[config.mk]
export PLATFORM = sky130hd
export DESIGN_NAME = johnson_phase_decoder_flat
export DESIGN_NICKNAME = d
export VERILOG_FILES = /design/src/rtl/johnson_phase_decoder_if.sv /design/src/rtl/johnson_phase_decoder.sv /design/src/flat_wrapper.sv
export SDC_FILE = /design/constraint.sdc
export NUM_CORES = 1
export LEC_CHECK = 0
export BUFFER_PORTS_ARGS = -buffer_cell sky130_fd_sc_hd__buf_2
export CAP_MARGIN = 20
export CELL_PAD_IN_SITES_DETAIL_PLACEMENT = 1
export CELL_PAD_IN_SITES_GLOBAL_PLACEMENT = 2
export CORE_UTILIZATION = 30
export CTS_CLUSTER_SIZE = 12
export DETAILED_ROUTE_END_ITERATION = 16
export GPL_TIMING_DRIVEN = 0
export PLACE_DENSITY_LB_ADDON = 0.1
export SYNTH_ARGS = -nofsm -noshare
export SYNTH_HDL_FRONTEND = slang
export SYNTH_SLANG_ARGS = --single-unit
[constraint.sdc]
create_clock -name clk -period 2.1 [get_ports clk]
set_input_delay 0.42 -clock clk [delete_from_list [all_inputs] [get_ports clk]]
set_output_delay 0.42 -clock clk [all_outputs]
set_load 0.005 [all_outputs]
[src/rtl/johnson_phase_decoder_if.sv]
`default_nettype none
// ============================================================================
//  Module   : johnson_phase_decoder_if
//  Purpose  : Bundles the sample inputs and decoded outputs of
//             johnson_phase_decoder. The decoder uses the slave modport and
//             whatever feeds it uses the master modport.
//  Ports    : master -> drives en, jc_in, err_clear; observes decoded outputs
//             slave  -> observes en, jc_in, err_clear; drives decoded outputs
//  Options  : JC_DIR_DETECT_EN adds the 'dir' signal
//  Revision : 1.0  initial release
// ============================================================================
interface johnson_phase_decoder_if #(
    parameter int N     = 4,
    parameter int REV_W = 8,
    parameter int ERR_W = 4
);
    localparam int PH_W = $clog2(2 * N);

    logic               en;
    logic [N-1:0]       jc_in;
    logic               err_clear;
    logic [PH_W-1:0]    phase;
    logic [2*N-1:0]     phase_onehot;
    logic               phase_valid;
    logic               wrap;
    logic [REV_W-1:0]   rev_count;
    logic               seq_err;
    logic               err_sticky;
    logic [ERR_W-1:0]   err_count;
`ifdef JC_DIR_DETECT_EN
    logic               dir;
`endif

    modport master (
`ifdef JC_DIR_DETECT_EN
        input  dir,
`endif
        output en, jc_in, err_clear,
        input  phase, phase_onehot, phase_valid, wrap, rev_count,
        input  seq_err, err_sticky, err_count
    );

    modport slave (
`ifdef JC_DIR_DETECT_EN
        output dir,
`endif
        input  en, jc_in, err_clear,
        output phase, phase_onehot, phase_valid, wrap, rev_count,
        output seq_err, err_sticky, err_count
    );
endinterface
`default_nettype wire

[src/rtl/johnson_phase_decoder.sv]
`default_nettype none
// ============================================================================
//  Module   : johnson_phase_decoder
//  Purpose  : Samples an N-bit Johnson counter, checks that each sample is the
//             legal successor of the previous one, and decodes it to a binary
//             phase index and a one-hot phase vector. Counts revolutions and
//             flags/counts sequence errors. All outputs are registered.
//  Ports    : clk    - rising-edge clock
//             reset  - synchronous active-high reset
//             bus    - johnson_phase_decoder_if.slave (en, jc_in, err_clear in;
//                      phase, phase_onehot, phase_valid, wrap, rev_count,
//                      seq_err, err_sticky, err_count [, dir] out)
//  Options  : JC_DIR_DETECT_EN - accept reverse steps in LOCK, add 'dir'
//  Revision : 1.0  initial release
// ============================================================================
module johnson_phase_decoder #(
    parameter int N      = 4,
    parameter int REV_W  = 8,
    parameter int ERR_W  = 4,
    parameter int RELOCK = 2
) (
    input  logic                    clk,
    input  logic                    reset,
    johnson_phase_decoder_if.slave  bus
);
    localparam int              c_PHASES = 2 * N;
    localparam int              c_PH_W   = $clog2(c_PHASES);
    localparam int              c_RC_W   = $clog2(RELOCK + 1);
    localparam logic [c_PH_W-1:0] c_LAST = c_PH_W'(c_PHASES - 1);
    localparam logic [c_RC_W-1:0] c_RELOCK = c_RC_W'(RELOCK);
    localparam logic [c_PHASES-1:0] c_ONE = {{(c_PHASES-1){1'b0}}, 1'b1};

    typedef enum logic [1:0] {
        S_ACQ  = 2'd0,
        S_LOCK = 2'd1,
        S_ERR  = 2'd2
    } state_t;

    // Codeword for phase k: k ones from the top for k<=N, otherwise
    // (k-N) zeros from the top followed by ones.
    function automatic logic [N-1:0] code_of(input int k);
        logic [N-1:0] c;
        c = '0;
        for (int b = 0; b < N; b++) begin
            if (k <= N) c[b] = (b >= N - k);
            else        c[b] = (b < 2 * N - k);
        end
        return c;
    endfunction

    state_t              r_state,   w_state;
    logic [N-1:0]        r_last,    w_last;
    logic [c_RC_W-1:0]   r_relock,  w_relock;
    logic [c_PH_W-1:0]   r_phase,   w_phase;
    logic [c_PHASES-1:0] r_onehot,  w_onehot;
    logic                r_valid,   w_valid;
    logic                r_wrap,    w_wrap;
    logic [REV_W-1:0]    r_rev,     w_rev;
    logic                r_seq_err, w_seq_err;
    logic                r_sticky,  w_sticky;
    logic [ERR_W-1:0]    r_cnt,     w_cnt;
`ifdef JC_DIR_DETECT_EN
    logic                r_dir,     w_dir;
    logic [N-1:0]        w_pred;
`endif

    logic [c_PHASES-1:0] w_match;
    logic                w_legal;
    logic [c_PH_W-1:0]   w_idx;
    logic [N-1:0]        w_succ;
    logic [c_RC_W-1:0]   w_relock_inc;
    logic                w_raise;

    // One comparator per legal codeword; at most one can match.
    for (genvar k = 0; k < c_PHASES; k++) begin : g_code
        localparam logic [N-1:0] c_CODE = code_of(k);
        assign w_match[k] = (bus.jc_in == c_CODE);
    end

    always_comb begin
        w_legal = 1'b0;
        w_idx   = '0;
        for (int k = 0; k < c_PHASES; k++) begin
            if (w_match[k]) begin
                w_legal = 1'b1;
                w_idx   = c_PH_W'(k);
            end
        end
    end

    assign w_succ       = {~r_last[0], r_last[N-1:1]};
    assign w_relock_inc = r_relock + c_RC_W'(1);
`ifdef JC_DIR_DETECT_EN
    assign w_pred       = {r_last[N-2:0], ~r_last[N-1]};
`endif

    always_comb begin
        w_state   = r_state;
        w_last    = r_last;
        w_relock  = r_relock;
        w_phase   = r_phase;
        w_valid   = r_valid;
        w_wrap    = 1'b0;
        w_rev     = r_rev;
        w_seq_err = 1'b0;
        w_sticky  = r_sticky;
        w_cnt     = r_cnt;
        w_raise   = 1'b0;
`ifdef JC_DIR_DETECT_EN
        w_dir     = r_dir;
`endif

        // Clear first so that a simultaneous error still lands as count 1.
        if (bus.err_clear) begin
            w_sticky = 1'b0;
            w_cnt    = '0;
        end

        if (bus.en) begin
            if (w_legal) w_last = bus.jc_in;

            case (r_state)
                S_ACQ: begin
                    if (w_legal) begin
                        w_state  = S_LOCK;
                        w_phase  = w_idx;
                        w_valid  = 1'b1;
                        w_relock = '0;
                    end else begin
                        w_raise  = 1'b1;
                    end
                end

                S_LOCK: begin
                    if (bus.jc_in == w_succ) begin
                        w_phase = (r_phase == c_LAST) ? '0 : r_phase + c_PH_W'(1);
                        if (r_phase == c_LAST) begin
                            w_wrap = 1'b1;
                            w_rev  = r_rev + REV_W'(1);
                        end
`ifdef JC_DIR_DETECT_EN
                        w_dir = 1'b1;
`endif
                    end else if (bus.jc_in == r_last) begin
                        // Stalled counter: hold everything.
                        w_phase = r_phase;
`ifdef JC_DIR_DETECT_EN
                    end else if (bus.jc_in == w_pred) begin
                        w_phase = (r_phase == '0) ? c_LAST : r_phase - c_PH_W'(1);
                        if (r_phase == '0) begin
                            w_wrap = 1'b1;
                            w_rev  = r_rev - REV_W'(1);
                        end
                        w_dir = 1'b0;
`endif
                    end else begin
                        w_state  = S_ERR;
                        w_valid  = 1'b0;
                        w_relock = '0;
                        w_raise  = 1'b1;
                    end
                end

                S_ERR: begin
                    if (w_legal && (bus.jc_in == w_succ)) begin
                        if (w_relock_inc == c_RELOCK) begin
                            w_state  = S_LOCK;
                            w_phase  = w_idx;
                            w_valid  = 1'b1;
                            w_relock = '0;
                        end else begin
                            w_relock = w_relock_inc;
                        end
                    end else begin
                        w_relock = '0;
                        if (!w_legal) w_raise = 1'b1;
                    end
                end

                default: begin
                    w_state = S_ACQ;
                    w_valid = 1'b0;
                end
            endcase
        end

        if (w_raise) begin
            w_seq_err = 1'b1;
            w_sticky  = 1'b1;
            if (w_cnt != '1) w_cnt = w_cnt + ERR_W'(1);
        end

        w_onehot = w_valid ? (c_ONE << w_phase) : '0;
    end

    always_ff @(posedge clk) begin
        if (reset) begin
            r_state   <= S_ACQ;
            r_last    <= '0;
            r_relock  <= '0;
            r_phase   <= '0;
            r_onehot  <= '0;
            r_valid   <= 1'b0;
            r_wrap    <= 1'b0;
            r_rev     <= '0;
            r_seq_err <= 1'b0;
            r_sticky  <= 1'b0;
            r_cnt     <= '0;
`ifdef JC_DIR_DETECT_EN
            r_dir     <= 1'b1;
`endif
        end else begin
            r_state   <= w_state;
            r_last    <= w_last;
            r_relock  <= w_relock;
            r_phase   <= w_phase;
            r_onehot  <= w_onehot;
            r_valid   <= w_valid;
            r_wrap    <= w_wrap;
            r_rev     <= w_rev;
            r_seq_err <= w_seq_err;
            r_sticky  <= w_sticky;
            r_cnt     <= w_cnt;
`ifdef JC_DIR_DETECT_EN
            r_dir     <= w_dir;
`endif
        end
    end

    assign bus.phase        = r_phase;
    assign bus.phase_onehot = r_onehot;
    assign bus.phase_valid  = r_valid;
    assign bus.wrap         = r_wrap;
    assign bus.rev_count    = r_rev;
    assign bus.seq_err      = r_seq_err;
    assign bus.err_sticky   = r_sticky;
    assign bus.err_count    = r_cnt;
`ifdef JC_DIR_DETECT_EN
    assign bus.dir          = r_dir;
`endif
endmodule
`default_nettype wire

[src/flat_wrapper.sv]
// flat-port wrapper written by rule: the top's interface ports become plain ports
module johnson_phase_decoder_flat 
#(
    parameter int N      = 4,
    parameter int REV_W  = 8,
    parameter int ERR_W  = 4,
    parameter int RELOCK = 2
)
  (clk, reset, bus_en, bus_jc_in, bus_err_clear, bus_phase, bus_phase_onehot, bus_phase_valid, bus_wrap, bus_rev_count, bus_seq_err, bus_err_sticky, bus_err_count);
  johnson_phase_decoder_if #(.N(N), .REV_W(REV_W), .ERR_W(ERR_W)) bus_i ();
  input  logic clk;
  input  logic reset;
  input wire logic [$bits(bus_i.en)-1:0] bus_en;
  input wire logic [$bits(bus_i.jc_in)-1:0] bus_jc_in;
  input wire logic [$bits(bus_i.err_clear)-1:0] bus_err_clear;
  output wire logic [$bits(bus_i.phase)-1:0] bus_phase;
  output wire logic [$bits(bus_i.phase_onehot)-1:0] bus_phase_onehot;
  output wire logic [$bits(bus_i.phase_valid)-1:0] bus_phase_valid;
  output wire logic [$bits(bus_i.wrap)-1:0] bus_wrap;
  output wire logic [$bits(bus_i.rev_count)-1:0] bus_rev_count;
  output wire logic [$bits(bus_i.seq_err)-1:0] bus_seq_err;
  output wire logic [$bits(bus_i.err_sticky)-1:0] bus_err_sticky;
  output wire logic [$bits(bus_i.err_count)-1:0] bus_err_count;
  assign bus_i.en = bus_en;
  assign bus_i.jc_in = bus_jc_in;
  assign bus_i.err_clear = bus_err_clear;
  assign bus_phase = bus_i.phase;
  assign bus_phase_onehot = bus_i.phase_onehot;
  assign bus_phase_valid = bus_i.phase_valid;
  assign bus_wrap = bus_i.wrap;
  assign bus_rev_count = bus_i.rev_count;
  assign bus_seq_err = bus_i.seq_err;
  assign bus_err_sticky = bus_i.err_sticky;
  assign bus_err_count = bus_i.err_count;
  johnson_phase_decoder #(.N(N), .REV_W(REV_W), .ERR_W(ERR_W), .RELOCK(RELOCK)) u_core (.clk(clk), .reset(reset), .bus(bus_i));
endmodule
== After elaboration in Yosys (flattened, before gate mapping) ==
Index checks and enable logic that the tools add are counted.

* Flip-flop bits (word level): 35
* Input port bits: 8

* Shifts and indexed selects: 1
* Reductions and logical operators: 11
* Multiplexer cells: 54
* Bitwise gates (word level): 5
* $add $sub $neg: 4
* Eq/ne operators: 19

{| class="wikitable"
|+ Operators by type and width
! cell !! number
|-
| 3-bit 2-to-1 mux || 10
|-
| 1-bit 2-to-1 mux || 24
|-
| 2-bit 2-to-1 mux || 12
|-
| 4-bit equality test, second input constant || 4
|-
| 4-bit 2-to-1 mux || 3
|-
| 2-bit one-hot mux with 3 select lines || 2
|-
| 3-bit one-hot mux with 3 select lines || 1
|-
| 8-bit by 1-bit adder with 8-bit output, second input constant || 1
|-
| 4-bit equality test || 2
|-
| 1-bit by 3-bit left shift with 8-bit output, first input constant || 1
|-
| 2-bit by 1-bit inequality test with 1-bit output, second input constant || 3
|-
| 1-bit one-hot mux with 3 select lines || 2
|-
| 6-bit AND reduction || 1
|-
| 1-bit NOT || 5
|-
| 5-bit AND reduction || 1
|-
| 4-bit by 1-bit adder with 4-bit output, second input constant || 1
|-
| 2-bit equality test, second input constant || 2
|-
| 4-bit by 1-bit equality test with 1-bit output, second input constant || 1
|-
| 4-bit by 2-bit equality test with 1-bit output, second input constant || 1
|-
| 4-bit by 3-bit equality test with 1-bit output, second input constant || 1
|-
| 4-bit zero test || 1
|-
| 2-bit inequality test, second input constant || 2
|-
| 4-bit inequality test, second input constant || 1
|-
| 4-bit AND reduction || 1
|-
| 11 further kinds || 11
|}

== Logic depth before layout (Yosys ltp) ==
Gate-level depths: netlist (run 1).

* Depth after elaboration: 15
* Gate-level depth with buffers: 9
* Depth with buffers taken out: 7

== Least setup slack after synthesis (run 1) ==
Ideal clock, no wire load.

* Kind: input port to flip-flop
* Start point: input port bus_jc_in[0]
* End point: register u_core.r_onehot[2] (netlist: u_core.bus.phase_onehot[2])
* Setup slack: -0.010 ns
* Library setup time: 0.117 ns
* Stages: 7
* Data required time: 1.983 ns
* Path buffers: 1
* Arrival time: 1.993 ns
* Cell sequence: buf_6 > xor2_1 > nor4_4 > o2111ai_1 > o21a_1 > a221o_1 > and4bb_1

* Longest elaborated chain between the ends: 15
* Elaborated cells on any way between the ends: 41

{| class="wikitable"
|+ Ends and longest elaborated chain
! element !! line !! source
|-
| from (decl) || flat_wrapper.sv:14 || <nowiki>input wire logic [$bits(bus_i.jc_in)-1:0] bus_jc_in;</nowiki>
|-
| 4-bit zero test || johnson_phase_decoder.sv:77 || <nowiki>assign w_match[k] = (bus.jc_in == c_CODE);</nowiki>
|-
| 1-bit 2-to-1 mux (8 in a row) || johnson_phase_decoder.sv:84 || <nowiki>if (w_match[k]) begin</nowiki>
|-
| 1-bit logical AND || johnson_phase_decoder.sv:165 || <nowiki>if (w_legal && (bus.jc_in == w_succ)) begin</nowiki>
|-
| 1-bit 2-to-1 mux || johnson_phase_decoder.sv:165 ||
|-
| 1-bit one-hot mux with 3 select lines || johnson_phase_decoder.sv:122 || <nowiki>case (r_state)</nowiki>
|-
| 1-bit 2-to-1 mux || johnson_phase_decoder.sv:119 || <nowiki>if (bus.en) begin</nowiki>
|-
| 1-bit NOT (no source line) || -- ||
|-
| 2-bit OR reduction (no source line) || -- ||
|-
| to (signal assigned) || johnson_phase_decoder.sv:217 || <nowiki>r_onehot <= w_onehot;</nowiki>
|-
| to (decl) || johnson_phase_decoder.sv:55 || <nowiki>logic [c_PHASES-1:0] r_onehot, w_onehot;</nowiki>
|}

Several ways; a longest one is shown, not always the timed one.
A chain may end at the register's enable or synchronous reset.

== Worst setup path in the final report (run 1) ==
* Start point: register u_core.r_last[2]
* End point: register u_core.r_onehot[0] (netlist: u_core.bus.phase_onehot[0])

* Longest elaborated chain between the ends: 7
* Elaborated cells on any way between the ends: 15

{| class="wikitable"
|+ Ends and longest elaborated chain
! element !! line !! source
|-
| from (decl) || johnson_phase_decoder.sv:52 || <nowiki>logic [N-1:0] r_last, w_last;</nowiki>
|-
| from (signal assigned) || johnson_phase_decoder.sv:214 || <nowiki>r_last <= w_last;</nowiki>
|-
| 4-bit equality test (on tied branches) || johnson_phase_decoder.sv:144, johnson_phase_decoder.sv:135, johnson_phase_decoder.sv:165 ||
|-
| 1-bit 2-to-1 mux / 1-bit logical AND (equally long branches) || johnson_phase_decoder.sv:144, johnson_phase_decoder.sv:165 ||
|-
| 1-bit 2-to-1 mux (on tied branches) || johnson_phase_decoder.sv:135, johnson_phase_decoder.sv:165 ||
|-
| 1-bit one-hot mux with 3 select lines || johnson_phase_decoder.sv:122 ||
|-
| 1-bit 2-to-1 mux || johnson_phase_decoder.sv:119 ||
|-
| 1-bit NOT (no source line) || -- ||
|-
| 2-bit OR reduction (no source line) || -- ||
|}

Several ways; a longest one is shown, not always the timed one.

==> results.json, run 1 <==
{
  "nets": 253,
  "worstHoldPathType": "input port to register",
  "async_flop_share": 0,
  "first_pass_iters": 4,
  "path_class": "register to register",
  "vias_per_cell": 5.10,
  "synth_top_flop_cell": "sky130_fd_sc_hd__dfxtp_1",
  "synthToLayoutAreaGrowth_pct": 33.3,
  "synth_enable_flop_cells": 0,
  "syn_std_cell_area_um2": 1820,
  "initial_core_util": 0.310,
  "critical_path_peak_fanout": 5,
  "grt_max_degree": 12,
  "leakagePower_nw": 1.03,
  "netlist_instances": 197,
  "max-clock-path-buffers": 2,
  "synthesis.yosys.warnings": 0,
  "timing.final.ws_setup_ps": -11.3,
  "cp-startpoint": "u_core.r_last[2]",
  "core_um2": 5890,
  "postSynthAreaPerCell_um2": 9.25,
  "drive_above_1_share": 0.364,
  "cts_htree_levels": 2,
  "violations": "setup timing",
  "final.setup_skew_ps": 5.14,
  "setup_viol": 5,
  "portBuffers": 29,
  "detailed_place_hpwl_um": 3560,
  "synth_nets": 209,
  "final_count_of_pins_violating_max_slew": 0,
  "grt_first_pass_wirelength_um": 7780,
  "dp.cells": 301,
  "number_of_global_route_vias_before_repair": 1551,
  "synth.top_cell.area_share": 0.385,
  "post_synth_num_cell_types": 51,
  "route.detailed.wl_per_inst_um": 16.6,
  "critical_path.reg2reg.startpoint": "u_core.r_last[2]",
  "via_count": 1618,
  "netlist_top_cells_count": "sky130_fd_sc_hd__dfxtp_1 (35), sky130_fd_sc_hd__nor2_1 (22), sky130_fd_sc_hd__xor2_1 (13)",
  "fin_crit_sh": 1.01,
  "power-per-cell-area_nw_per_um2": 675,
  "rsz0062_at_grt": "yes",
  "post-synth-top-count-cell": "sky130_fd_sc_hd__dfxtp_1",
  "critical_path.startpoint_type": "register",
  "die_width_um": 79.9,
  "timing.critical_path.required_ps": 2300,
  "ios": 35,
  "die_boundary_height_um": 79.9,
  "max_frequency_mhz": 474,
  "worst_setup_hold_path_clk_slew_ps": 80,
  "drv_cap": 0,
  "pre_cts_ws_ps": -414,
  "arrival_ps": 2320,
  "largest_area_contributor_in_the_synthesized_netlist": "sky130_fd_sc_hd__dfxtp_1",
  "hold_violations": 0,
  "maximum_vdd_ir_drop_mv": 0.308,
  "ys_seq_elements": 35,
  "final_cells": 317,
  "cts_tree": "yes",
  "timing.final.crit_period_ps": 2110,
  "worst_slew_margin_rel": 0.637,
  "rows": 28,
  "clock_sinks": 35,
  "run_status": "finished, violations left",
  "grtUsageTotal": 0.160,
  "worstHoldStart": "bus_err_clear",
  "synth.top_cells.by_area": "sky130_fd_sc_hd__dfxtp_1 (38%), sky130_fd_sc_hd__xor2_1 (6.3%), sky130_fd_sc_hd__nor2_1 (4.5%)",
  "post-route-drc-count": 0,
  "end_kind": "register",
  "drtAntennaViolNets": 0,
  "routed_wl_um": 5260,
  "drt_first_iter_violations": 69,
  "numCtsBuffers": 5,
  "seq_area_frac_synth": 0.385,
  "grt-ovfl-total": 0,
  "hold_buffers": 0,
  "antennaDiodeCount": 0,
  "transition_time_of_the_tightest_slew_check_pin_ps": 545,
  "replace_congestion": 0.800,
  "worstSkewPairLatency_ps": 290,
  "die_outline_area_um2": 6390,
  "cts.root.buffer_cell": "sky130_fd_sc_hd__clkbuf_8",
  "number_of_antenna_violations_at_the_first_check_in_global_routing": 0
}
[per-layer routing]
metal / part of all wire / global-route usage
met1: 0.45 / 0.201
met2: 0.51 / 0.269
met3: 0.033 / 0.0320
met4: 0.012 / 0.0536
met5: 0 / 0
[power breakdown]
group	switching, mW	leakage (nW)	internal (mW)
sequential	0.0166	0.286	0.684
clock	0.257	0.0612	0.384
combinational	0.174	0.687	0.122
total	0.448	1.03	1.19
[final cells by class]
class / instances / area (um^2)
fillers: 680 / 3460
well taps: 75 / 93.8
repair buffers: 36 / 199
flip-flops and latches: 35 / 708
multi-input cells: 148 / 1230
plain buffers: 10 / 63.8
clock buffers: 6 / 82.6
inverters: 5 / 18.8
clock inverters: 2 / 35.0
[worst paths after layout]
| check | slack [ps] | endpoint | cells past startpoint |
|---|---|---|---|
| setup / recovery | -10 | u_core.bus.phase_onehot[0] | 8 |
| hold / removal | 370 | u_core.bus.err_count[3] | 2 |
| setup reg to reg | -10 | u_core.bus.phase_onehot[0] | 8 |
| hold reg to reg | 480 | u_core.r_relock[1] | 1 |
[metrics by stage]
| step | utilization | hold slack [ps] | power [mW] | instance area, um^2 | TNS [ps] |
|---|---|---|---|---|---|
| global placement | 0.350 | 450 | 0.934 | 2060 | -4590 |
| floorplan | - | 445 | 0.877 | 1820 | 0 |
| global route | 0.413 | 372 | 1.71 | 2430 | -469 |
| CTS | 0.377 | 365 | 1.59 | 2220 | 0 |
| detailed placement | 0.350 | 473 | 0.942 | 2060 | -4700 |
| finish | 0.413 | 366 | 1.64 | 2430 | -45.5 |
[kinds of logic after synthesis]
group | share of synthesized area
AND/OR/NAND/NOR | 0.262
AO/OA/AOI/OAI | 0.158
flip-flops | 0.385
XOR/XNOR | 0.0817
buffers and inverters | 0.0460
multiplexers | 0.0398
adder cells (fa/ha/maj) | 0.0275
[timing repair]
| item | CTS | global route |
|---|---|---|
| setup endpoints to repair | 10 | 15 |
| gates resized for setup | 6 | 33 |
| pin swaps | 2 | 15 |
| setup buffers | 1 | 5 |
| gates cloned | 1 | 2 |
[worst max-delay path, cell delays in order (launching register included)]
cell and delay, ps:
sky130_fd_sc_hd__dfxtp_4 360, sky130_fd_sc_hd__xor2_2 150, sky130_fd_sc_hd__nor4_4 280, sky130_fd_sc_hd__buf_6 160
sky130_fd_sc_hd__buf_6 130, sky130_fd_sc_hd__nor2_4 40, sky130_fd_sc_hd__o21a_4 230, sky130_fd_sc_hd__a211o_4 390
sky130_fd_sc_hd__nor4b_4 270
[state kept, by name, indices dropped and copies added, names as in the netlist]
signal and cells:
u_core.bus.wrap 1, u_core.bus.phase_valid 1, u_core.bus.phase 3, u_core.bus.seq_err 1, u_core.bus.err_count 4, u_core.bus.rev_count 8, u_core.r_relock 2, u_core.bus.err_sticky 1
u_core.r_state 2, u_core.r_last 4, u_core.bus.phase_onehot 8
[layout by cell type, fill, tap and decap left out, drive strengths merged, types with 3 or more instances in the layout]
cell type and count:
a21boi 3, a21oi 12, a221o 3, and2 3, and3 4, buf 41, clkbuf 11, dfxtp 35
ha 4, inv 5, mux2i 5, nand2 12, nand2b 7, nor2 24, nor2b 3, nor3 3
nor4 5, nor4b 4, o21a 3, o21ai 6, or2 4, xnor2 4, xor2 13
Power figures use the tool's default switching activity.
==> run 2, diff against run 1 <==
==> constraint.sdc (replaced) <==
create_clock -name clk -period 1.9 [get_ports clk]
set_input_delay 0.19 -clock clk [delete_from_list [all_inputs] [get_ports clk]]
set_output_delay 0.19 -clock clk [all_outputs]
set_load 0.005 [all_outputs]
==> results.json, run 2 (synthesis gave the netlist of run 1 again) <==
{
  "run_status": "finished, violations left",
  "violations": "setup timing",
  "grt_first_pass_wirelength_um": 8440,
  "numCtsBuffers": 5,
  "end_kind": "register",
  "worstHoldPathType": "input port to register",
  "initial_core_util": 0.310,
  "drv_cap": 0,
  "grt_max_degree": 12,
  "hold_buffers": 0,
  "first_pass_iters": 4,
  "critical_path.startpoint_type": "register",
  "worst_setup_hold_path_clk_slew_ps": 80,
  "die_boundary_height_um": 79.9,
  "placedInstanceArea_um2": 2060,
  "design_area_final_um2": 2380,
  "critical_path_peak_fanout": 5,
  "detailed_place_hpwl_um": 3490,
  "fin_crit_sh": 1.08,
  "fill_cell_count": 688,
  "rows": 28,
  "pre_cts_ws_ps": -427,
  "cp-startpoint": "u_core.r_last[3]",
  "arrival_ps": 2240,
  "ios": 35,
  "antennaDiodeCount": 0,
  "synthToLayoutAreaGrowth_pct": 30.7,
  "hold_violations": 0,
  "worstSkewPairLatency_ps": 290,
  "drtAntennaViolNets": 0,
  "timing.rr.end": "u_core.bus.phase_onehot[3]",
  "r2r_setup_slack_ps": -160,
  "timing.critical_path.required_ps": 2080,
  "replace_congestion": 0.801,
  "number_of_global_route_vias_before_repair": 1681,
  "route.detailed.wl_per_inst_um": 16.3,
  "maximum_vdd_ir_drop_mv": 0.288,
  "vias_per_cell": 5.13,
  "worstHoldStart": "bus_err_clear",
  "cts_htree_levels": 2,
  "die_width_um": 79.9,
  "worstHoldEndpoint": "u_core.bus.err_count[3]",
  "critical_path.reg2reg.startpoint": "u_core.r_last[3]",
  "cts_tree": "yes",
  "number_of_antenna_violations_at_the_first_check_in_global_routing": 0,
  "final_count_of_pins_violating_max_slew": 0,
  "path_class": "register to register",
  "timing.reg2reg.worst_path_depth": 8,
  "grtUsageTotal": 0.175,
  "final.setup_skew_ps": 9.05,
  "timing.final.crit_period_ps": 2060,
  "clock_sinks": 35,
  "drt_first_iter_violations": 92,
  "post-route-drc-count": 0,
  "via_count": 1630,
  "drive_above_1_share": 0.379,
  "p_total_mw": 1.69,
  "max-clock-path-buffers": 2,
  "grt-ovfl-total": 0,
  "core_um2": 5890,
  "setup_viol": 12,
  "worst_slew_margin_rel": 0.602,
  "timing.final.ws_setup_ps": -156,
  "routed_wl_um": 5180,
  "leakagePower_nw": 1.01,
  "cts.root.buffer_cell": "sky130_fd_sc_hd__clkbuf_8",
  "final_common_cell": "sky130_fd_sc_hd__dfxtp_1",
  "power-per-cell-area_nw_per_um2": 711,
  "transition_time_of_the_tightest_slew_check_pin_ps": 592,
  "final_cell_mix": "sky130_fd_sc_hd__dfxtp_1 (31), sky130_fd_sc_hd__buf_2 (30), sky130_fd_sc_hd__nor2_1 (21)",
  "max_frequency_mhz": 486,
  "nets": 254,
  "die_outline_area_um2": 6390,
  "rsz0062_at_grt": "yes",
  "worstHoldPathCells": 2,
  "portBuffers": 29
}
-- run 2: cell type report --
type | count | area (um^2) | area share
clock buffer | 8 | 100 | 0.0420
timing repair buffer | 38 | 216 | 0.0909
tap | 75 | 93.8 | 0.0394
sequential | 35 | 706 | 0.296
multi-input combinational | 148 | 1190 | 0.498
buffer | 9 | 60.1 | 0.0252
inverter | 5 | 18.8 | 0.00788
-- run 2: how the worst max path moves through the flow --
| stage | end |
|---|---|
| after floorplan | u_core.bus.phase_onehot[2] |
| after global placement | u_core.bus.phase_onehot[2] |
| after detailed placement | u_core.bus.phase_onehot[7] |
| after CTS | u_core.bus.phase_onehot[4] |
| after global routing | u_core.bus.phase_onehot[0] |
| final | u_core.bus.phase_onehot[3] |
-- run 2: metrics by stage --
| stage | utilization | hold slack (ps) | setup TNS [ps] | cells |
|---|---|---|---|---|
| after CTS | 0.386 | 117 | -1400 | 314 |
| after global routing | 0.405 | 138 | -2620 | 318 |
| after floorplan | - | 268 | 0 | 197 |
| after detailed placement | 0.350 | 440 | -4770 | 301 |
| final | 0.405 | 133 | -1140 | 318 |
| after global placement | 0.350 | 425 | -4220 | 301 |
-- run 2: repair_timing --
item	4_1_cts	5_1_grt
gates cloned	3	0
resized for setup	15	21
setup buffers	3	5
pin swaps	7	9
setup endpoints to repair	21	23
-- run 2: power by group --
part           total (mW)  switching [mW]  leakage [nW]  internal, mW
Combinational       0.311           0.178         0.672         0.133
Clock               0.604           0.273        0.0515         0.331
Sequential          0.778          0.0208         0.285         0.757
-- run 2: critical path: stages, from the launching register on --
cell	delay [ps]
sky130_fd_sc_hd__dfxtp_2	340
sky130_fd_sc_hd__xor2_2	160
sky130_fd_sc_hd__nor4_4	260
sky130_fd_sc_hd__buf_4	170
sky130_fd_sc_hd__buf_6	130
sky130_fd_sc_hd__mux2i_1	190
sky130_fd_sc_hd__nor2_1	90
sky130_fd_sc_hd__a221o_1	370
sky130_fd_sc_hd__and4b_1	240
-- run 2: metal layers --
layer,up-vias,wire [um],GRT usage,share of wire
li1,786,-,-,-
met1,804,2300,0.212,0.44
met2,33,2580,0.291,0.50
met3,7,224,0.0491,0.043
met4,0,70,0.0625,0.014
met5,-,0,0,0
